**config.mk**
```make
export PLATFORM = sky130hd
export DESIGN_NAME = ex_div
export DESIGN_NICKNAME = d
export VERILOG_FILES = /design/src/rtl/ex_div.sv
export SDC_FILE = /design/constraint.sdc
export NUM_CORES = 1
export LEC_CHECK = 0
export BUFFER_PORTS_ARGS = -buffer_cell sky130_fd_sc_hd__buf_2
export CAP_MARGIN = 30
export CORE_UTILIZATION = 25
export DETAILED_ROUTE_END_ITERATION = 10
export GPL_TIMING_DRIVEN = 0
export PLACE_DENSITY = 0.38
export SLEW_MARGIN = 30
export SYNTH_ARGS = -nofsm -noshare
export SYNTH_HDL_FRONTEND = slang
export SYNTH_SLANG_ARGS = --single-unit
```
**constraint.sdc**
```tcl
create_clock -name clk -period 4.15 [get_ports clk]
set_clock_uncertainty 0.1 [all_clocks]
set_input_delay 0.2075 -clock clk [delete_from_list [all_inputs] [get_ports clk]]
set_output_delay 0.2075 -clock clk [all_outputs]
set_load 0.005 [all_outputs]
```
**src/rtl/ex_div.sv**
```systemverilog
// Iterative radix-2 restoring divider for DIV/DIVU; result_o = {remainder, quotient}.
// Optional macro DIV_FAST_PATH_EN: one-cycle completion when |dividend| < |divisor|.
module ex_div #(
    parameter int DATA_W = 32
) (
    input  logic                clk,
    input  logic                rst,
    input  logic                signed_div_i,
    input  logic [DATA_W-1:0]   opdata1_i,
    input  logic [DATA_W-1:0]   opdata2_i,
    input  logic                start_i,
    input  logic                annul_i,
    output logic [2*DATA_W-1:0] result_o,
    output logic                ready_o
);

    // state  | meaning
    // FREE   | idle, waiting for start_i
    // BYZERO | divisor was zero, result forced to 0
    // ON     | one restoring step per clock
    // END    | result valid, held until start_i drops
    typedef enum logic [1:0] {
        S_FREE   = 2'd0,
        S_BYZERO = 2'd1,
        S_ON     = 2'd2,
        S_END    = 2'd3
    } state_t;

    localparam int               CNT_W    = $clog2(DATA_W) + 1;
    localparam logic [CNT_W-1:0] CNT_LAST = CNT_W'(DATA_W);
    localparam logic [CNT_W-1:0] CNT_ONE  = CNT_W'(1);

    state_t              r_state;
    state_t              w_state_nxt;
    logic [CNT_W-1:0]    r_cnt;
    logic [CNT_W-1:0]    w_cnt_nxt;
    logic [DATA_W-1:0]   r_dividend;
    logic [DATA_W-1:0]   r_divisor;
    logic [DATA_W-1:0]   r_rem;
    logic [DATA_W-1:0]   r_quot;
    logic                r_sign_a;
    logic                r_sign_b;
    logic                r_signed;
    logic [2*DATA_W-1:0] r_result;
    logic [2*DATA_W-1:0] w_result_nxt;
    logic                r_ready;
    logic                w_ready_nxt;
    logic                w_load;
    logic                w_step;

    logic [DATA_W-1:0]   w_abs_a;
    logic [DATA_W-1:0]   w_abs_b;
    logic [DATA_W:0]     w_partial;
    logic [DATA_W:0]     w_sub;
    logic [DATA_W-1:0]   w_quot_fix;
    logic [DATA_W-1:0]   w_rem_fix;

    assign w_abs_a = (signed_div_i && opdata1_i[DATA_W-1]) ? -opdata1_i : opdata1_i;
    assign w_abs_b = (signed_div_i && opdata2_i[DATA_W-1]) ? -opdata2_i : opdata2_i;

    // Partial remainder is always below the divisor, so the shifted value fits
    // in DATA_W+1 bits and the top bit of the difference is the borrow.
    assign w_partial = {r_rem, r_dividend[DATA_W-1]};
    assign w_sub     = w_partial - {1'b0, r_divisor};

    assign w_quot_fix = (r_signed && (r_sign_a ^ r_sign_b)) ? -r_quot : r_quot;
    assign w_rem_fix  = (r_signed && r_sign_a) ? -r_rem : r_rem;

    always_ff @(posedge clk or negedge rst) begin
        if (!rst) begin
            r_state <= S_FREE;
        end else begin
            r_state <= w_state_nxt;
        end
    end

    always_comb begin
        w_state_nxt  = r_state;
        w_cnt_nxt    = r_cnt;
        w_result_nxt = r_result;
        w_ready_nxt  = r_ready;
        w_load       = 1'b0;
        w_step       = 1'b0;
        case (r_state)
            S_FREE: begin
                w_result_nxt = '0;
                w_ready_nxt  = 1'b0;
                if (start_i && !annul_i) begin
                    if (opdata2_i == '0) begin
                        w_state_nxt = S_BYZERO;
                    end
`ifdef DIV_FAST_PATH_EN
                    else if (w_abs_a < w_abs_b) begin
                        w_state_nxt  = S_END;
                        w_result_nxt = {opdata1_i, {DATA_W{1'b0}}};
                        w_ready_nxt  = 1'b1;
                    end
`endif
                    else begin
                        w_state_nxt = S_ON;
                        w_cnt_nxt   = '0;
                        w_load      = 1'b1;
                    end
                end
            end
            S_BYZERO: begin
                w_state_nxt  = S_END;
                w_result_nxt = '0;
                w_ready_nxt  = 1'b1;
            end
            S_ON: begin
                if (annul_i) begin
                    w_state_nxt  = S_FREE;
                    w_result_nxt = '0;
                    w_ready_nxt  = 1'b0;
                end else if (r_cnt == CNT_LAST) begin
                    w_state_nxt  = S_END;
                    w_result_nxt = {w_rem_fix, w_quot_fix};
                    w_ready_nxt  = 1'b1;
                end else begin
                    w_step    = 1'b1;
                    w_cnt_nxt = r_cnt + CNT_ONE;
                end
            end
            S_END: begin
                if (!start_i) begin
                    w_state_nxt  = S_FREE;
                    w_result_nxt = '0;
                    w_ready_nxt  = 1'b0;
                end
            end
            default: begin
                w_state_nxt  = S_FREE;
                w_result_nxt = '0;
                w_ready_nxt  = 1'b0;
            end
        endcase
    end

    always_ff @(posedge clk or negedge rst) begin
        if (!rst) begin
            r_cnt      <= '0;
            r_dividend <= '0;
            r_divisor  <= '0;
            r_rem      <= '0;
            r_quot     <= '0;
            r_sign_a   <= 1'b0;
            r_sign_b   <= 1'b0;
            r_signed   <= 1'b0;
            r_result   <= '0;
            r_ready    <= 1'b0;
        end else begin
            r_cnt    <= w_cnt_nxt;
            r_result <= w_result_nxt;
            r_ready  <= w_ready_nxt;
            if (w_load) begin
                r_dividend <= w_abs_a;
                r_divisor  <= w_abs_b;
                r_rem      <= '0;
                r_quot     <= '0;
                r_sign_a   <= signed_div_i & opdata1_i[DATA_W-1];
                r_sign_b   <= signed_div_i & opdata2_i[DATA_W-1];
                r_signed   <= signed_div_i;
            end else if (w_step) begin
                r_dividend <= {r_dividend[DATA_W-2:0], 1'b0};
                r_rem      <= w_sub[DATA_W] ? w_partial[DATA_W-1:0] : w_sub[DATA_W-1:0];
                r_quot     <= {r_quot[DATA_W-2:0], ~w_sub[DATA_W]};
            end
        end
    end

    assign result_o = r_result;
    assign ready_o  = r_ready;

endmodule
```
# ---- After elaboration in Yosys (flattened, before gate mapping)
# Cells that the tools add are included.
dict set report word_totals {
  inputBits 69
  out_inout_bits 65
  register_bits 204
}
dict set report op_classes {
  bitwise 4
  addsub 6
  n_mux 36
  eq_ne 10
  n_reduce_logical 14
}
# op count
set op_table {}
lappend op_table {{two-way mux 32 bit} 11}
lappend op_table {{two-way mux 64 bit} 3}
lappend op_table {{case mux 64 bit (3 select lines)} 1}
lappend op_table {{negation 32 bit} 4}
lappend op_table {{subtractor 33 x 32 -> 33 bit} 1}
lappend op_table {{logical NOT 32 bit} 1}
lappend op_table {{two-way mux 6 bit} 4}
lappend op_table {{case mux 6 bit (2 select lines)} 1}
lappend op_table {{two-way mux 2 bit} 5}
lappend op_table {{inequality test 2 bit (second input constant)} 5}
lappend op_table {{two-way mux 1 bit} 9}
lappend op_table {{case mux 2 bit (4 select lines)} 1}
lappend op_table {{adder 6 x 1 -> 6 bit (second input constant)} 1}
lappend op_table {{equality test 6 bit (second input constant)} 1}
lappend op_table {{logical AND 1 bit} 5}
lappend op_table {{AND reduction 5 bit} 1}
lappend op_table {{equality test 2 bit (second input constant)} 2}
lappend op_table {{case mux 1 bit (4 select lines)} 1}
lappend op_table {{nonzero test 2 bit} 2}
lappend op_table {{inequality test 3 bit (second input constant)} 1}
lappend op_table {{AND reduction 3 bit} 1}
lappend op_table {{bitwise AND 1 bit} 2}
lappend op_table {{equality test 2 x 1 -> 1 bit (second input constant)} 1}
lappend op_table {{logical NOT 2 bit} 1}
lappend op_table {{5 further kinds} 5}

# ---- Depth between registers and ports, before layout
dict set report logic_depth {
  word_depth 6
  depth_mapped 13
  mapped_depth_nobuf 12
}

# ---- Worst setup path before layout
# No wires, ideal clock.
dict set report synth_timing {
  path_kind {register to register}
  start {register r_dividend[31]}
  end {register r_rem[15]}
  arrival_ns 2.748
  stages_incl_launch_ff 14
  setup_ns 0.138
  setup_slack_ns 1.164
  cell_sequence {dfrtp_1 > inv_1 > ha_1 > fa_1 > nor2b_1 > o2111ai_2 > a31oi_1 > o211ai_2 > nand2_1 > o41ai_4 > xnor2_4 > buf_6 > mux2i_1 > a21oi_1}
}
dict set report synth_between {
  elab_chain_cells 4
}
# element line_no
set synth_lines {}
lappend synth_lines {{start: declaration} 37} ;# logic [DATA_W-1:0] r_dividend;
lappend synth_lines {{start signal: assignment} 157} ;# r_dividend <= w_abs_a;
lappend synth_lines {{start signal: assignment} 165} ;# r_dividend <= {r_dividend[DATA_W-2:0], 1'b0};
lappend synth_lines {{subtractor 33 x 32 -> 33 bit} 64} ;# assign w_sub = w_partial - {1'b0, r_divisor};
lappend synth_lines {{two-way mux 32 bit} 166} ;# r_rem <= w_sub[DATA_W] ? w_partial[DATA_W-1:0] : w_sub[DATA_W-1:0];
lappend synth_lines {{two-way mux 32 bit} 164} ;# end else if (w_step) begin
lappend synth_lines {{two-way mux 32 bit} 156} ;# if (w_load) begin
lappend synth_lines {{end signal: assignment} 166}
lappend synth_lines {{end: declaration} 39} ;# logic [DATA_W-1:0] r_rem;
# No other way between the ends. The select of a mux whose other input is x is not followed.
# A chain may end at the register's enable or synchronous reset.

# ---- Final worst setup path
dict set report layout_timing {
  start {input opdata2_i[8]}
  end {register r_divisor[31]}
}
dict set report layout_between {
  elab_chain_cells 4
  word_cells_on_any_way 6
  cone_classes {add/sub: 1; mux: 4; reduce/logical: 1}
}
# element line_no
set layout_lines {}
lappend layout_lines {{start: declaration} 10} ;# input logic [DATA_W-1:0] opdata2_i,
lappend layout_lines {{parallel branches: the longest is 4 deep, another holds negation 32 bit} n/a}
lappend layout_lines {{end signal: assignment} 158} ;# r_divisor <= w_abs_b;
lappend layout_lines {{end: declaration} 38} ;# logic [DATA_W-1:0] r_divisor;
# Several ways; the timed one is not identified.

==> flow_summary.ini <==
[status]
status = completed

[power]
irDropWorstVdd_uv = 340
powerDensity_nw_per_um2 = 797
power_mw = 12.9
p_leak_nw = 7.05

[setup_path]
critical_path.cell_chain = dlygate4sd3_1 -> buf_2 -> or4_1 -> nor3_1 -> and4b_1 -> nand3_1 -> and3_1 -> clkbuf_1 -> buf_2 -> nand3_1 -> dlygate4sd3_1 -> o21ai_1
rr_worst_depth = 12
cp-end-kind = flop
ff2ff_setup_slack_ns = 0.45
worstReg2RegStart = r_rem[0]$_DFFE_PN0P_
cpPeakStageDelay_ns = 0.57
arrival_ns = 4.28
worstSetupStartpointType = primary input
reg2reg_to = r_rem[12]$_DFFE_PN0P_
cp_slowest_cell = or4_1
path_class = in -> reg
cp_data_required_time_ns = 4.47
path_max_fanout = 10

[place]
dpl.hpwl_mm = 32.2
port_buffers = 133
gp_congestion = 0.813
place_area_um2 = 14500

[run]
drv_cap = 0

[detailed_routing]
num_vias = 11600
wirelength_mm = 41.6
wire_per_inst_um = 16.7
drt_iter0_drc = 625
via_per_inst = 4.65
drt_first_pass_iters = 4
drc = 0
postRouteAntennaNets = 0

[timing]
worst_slew_pin_slew_ns = 0.797
min_period_ns = 3.96
rsz0062_at_grt = no
setup_tns_ns = 0
whs_ns = 0.0152
slew_headroom_pct = 46.9
fmaxAchievable_mhz = 253
finalSetupViolCount = 0
final_max_slew_viol_count = 0
hold_viol = 0
period_share_pct = 95.4

[min_path]
hold_path.class = in -> reg
hold_depth = 5
hp-start = opdata1_i[10]
hold_path_end = r_dividend[10]$_DFFE_PN0P_

[layout]
drive_above_1_share_pct = 12.2
final_cell_mix = nand2_1 (300), dfrtp_1 (204), buf_2 (139)
n_antenna_cell = 0
regArea_um2 = 5100
area_growth_pct = 25.6
final_nets = 1912
final_area_um2 = 16200
multi_input_area_um2 = 7170
layout.cells.most_common = nand2_1
n_fill_cell = 5454

[die]
io_pins = 134
die_x_um = 229
coreArea_um2 = 50500
initial_core_util_pct = 25.5
die_h_um = 229
die_area_um2 = 52400
rows = 82

[synth]
synthTopCellsByArea = dfrtp_1 (40%), nand2_1 (8.7%), o21ai_0 (5.4%)
ys.flop_type = dfrtp_1
yosys_warnings = 0
synth_cell_types = 70
synth_enable_flop_cells = 0
synth_cells = 1564
synth-seq-area-share_pct = 39.6
ys_ff_latch = 204
async_reset_ff_share_pct = 100
synth_top_area_share_pct = 39.6
synth_area_per_cell_um2 = 8.23
synth_area_um2 = 12900
yosys.area.top_type = dfrtp_1
synth_fp_nets = 1676

[clock_network]
cts_sinks = 204
ctsResizeCount = 0
ctsRootBufferMaster = clkbuf_16
clock_path_buffers = 3
cts_htree_levels = 1
cts_tree = done
cts_made_buffers = 27
cts.reportedPaths.clkPinSlew_ns = 0.06
clk_latency_ns = 0.57

[global_route]
grt_max_degree = 69
overflow = 0
groute.usage.overall_pct = 16.0
antenna_found_initial = 0
first_global_vias = 11600
grt_pass1_wl_mm = 66.7
==> power by group <==
group          total [mW]  leakage [nW]  internal, mW  switching (mW)
Combinational        6.97          3.92          2.81            4.16
Sequential           3.36          2.66          2.65           0.709
Clock                2.57         0.480          1.62           0.955
==> cell families (layout without fill, tap and decap cells) <==
family / after synthesis / count (layout) / synth area share, %
buffers and inverters: 153 / 409 / 4.70
AND/OR/NAND/NOR: 554 / 554 / 19.1
AO/OA/AOI/OAI: 436 / 436 / 20.0
flip-flops: 204 / 204 / 39.6
XOR/XNOR: 145 / 145 / 10.0
multiplexers: 29 / 29 / 2.31
adder cells (fa/ha/maj): 43 / 43 / 4.24
==> metrics by stage <==
step / worst slack (ns) / instances / utilization, %
floorplan: 1.16 / 1564 / -
global placement: -1.20 / 2369 / 28.5
detailed placement: 0.321 / 2372 / 28.7
CTS: 0.138 / 2492 / 32.0
global route: 0.0197 / 2492 / 32.0
finish: 0.193 / 2492 / 32.0
==> Yosys cell counts (25+ instances only) <==
cell type / n
o31ai_1: 25
ha_1: 42
dfrtp_1: 204
xnor2_1: 76
nand2_1: 300
nor2_1: 107
mux2i_1: 26
nor3_1: 31
clkbuf_1: 73
a31oi_1: 42
o21ai_1: 33
xor2_1: 68
a21oi_1: 130
o21ai_0: 138
inv_1: 66
==> area by class of cell <==
| cell class | instances | area share, % |
|---|---|---|
| inverters | 67 | 1.55 |
| repair buffers | 207 | 9.08 |
| multi-input cells | 1207 | 44.3 |
| clock inverters | 13 | 1.32 |
| clock buffers | 36 | 4.76 |
| plain buffers | 86 | 2.19 |
| flip-flops and latches | 204 | 31.6 |
| well taps | 672 | 5.20 |
==> what timing repair did <==
item / 4_1_cts / 5_1_grt
hold buffers: 71 / 0
buffers inserted: 0 / 0
hold endpoints to repair: 221 / 0
==> sequential cells by signal, indices dropped and copies added, names as in the netlist, 2 cells and up <==
register    cells
r_state         2
r_rem          32
r_cnt           6
r_quot         32
r_dividend     32
result_o       64
r_divisor      32
==> metal layers <==
metal	vias to the layer above	routed length [um]	GRT usage [%]
met5	-	0	0
met4	0	638	3.44
met3	40	999	1.66
met2	157	18400	25.1
met1	5507	21500	23.4
li1	5895	-	-
==> how the worst max path moves through the flow <==
stage,from,end
global route,opdata2_i[8],r_divisor[31]$_DFFE_PN0P_
finish,opdata2_i[8],r_divisor[31]$_DFFE_PN0P_
global placement,rst,r_dividend[5]$_DFFE_PN0P_
floorplan,r_dividend[31]$_DFFE_PN0P_,r_rem[15]$_DFFE_PN0P_
CTS,opdata2_i[8],r_divisor[31]$_DFFE_PN0P_
detailed placement,opdata2_i[8],r_dividend[23]$_DFFE_PN0P_
==> critical path: cells and delay by family <==
family / cells / cell delay, ns
AND/OR/NAND/NOR: 6 / 2.06
buffers and inverters: 5 / 1.91
AO/OA/AOI/OAI: 1 / 0.06
Power figures use the tool's default switching activity.
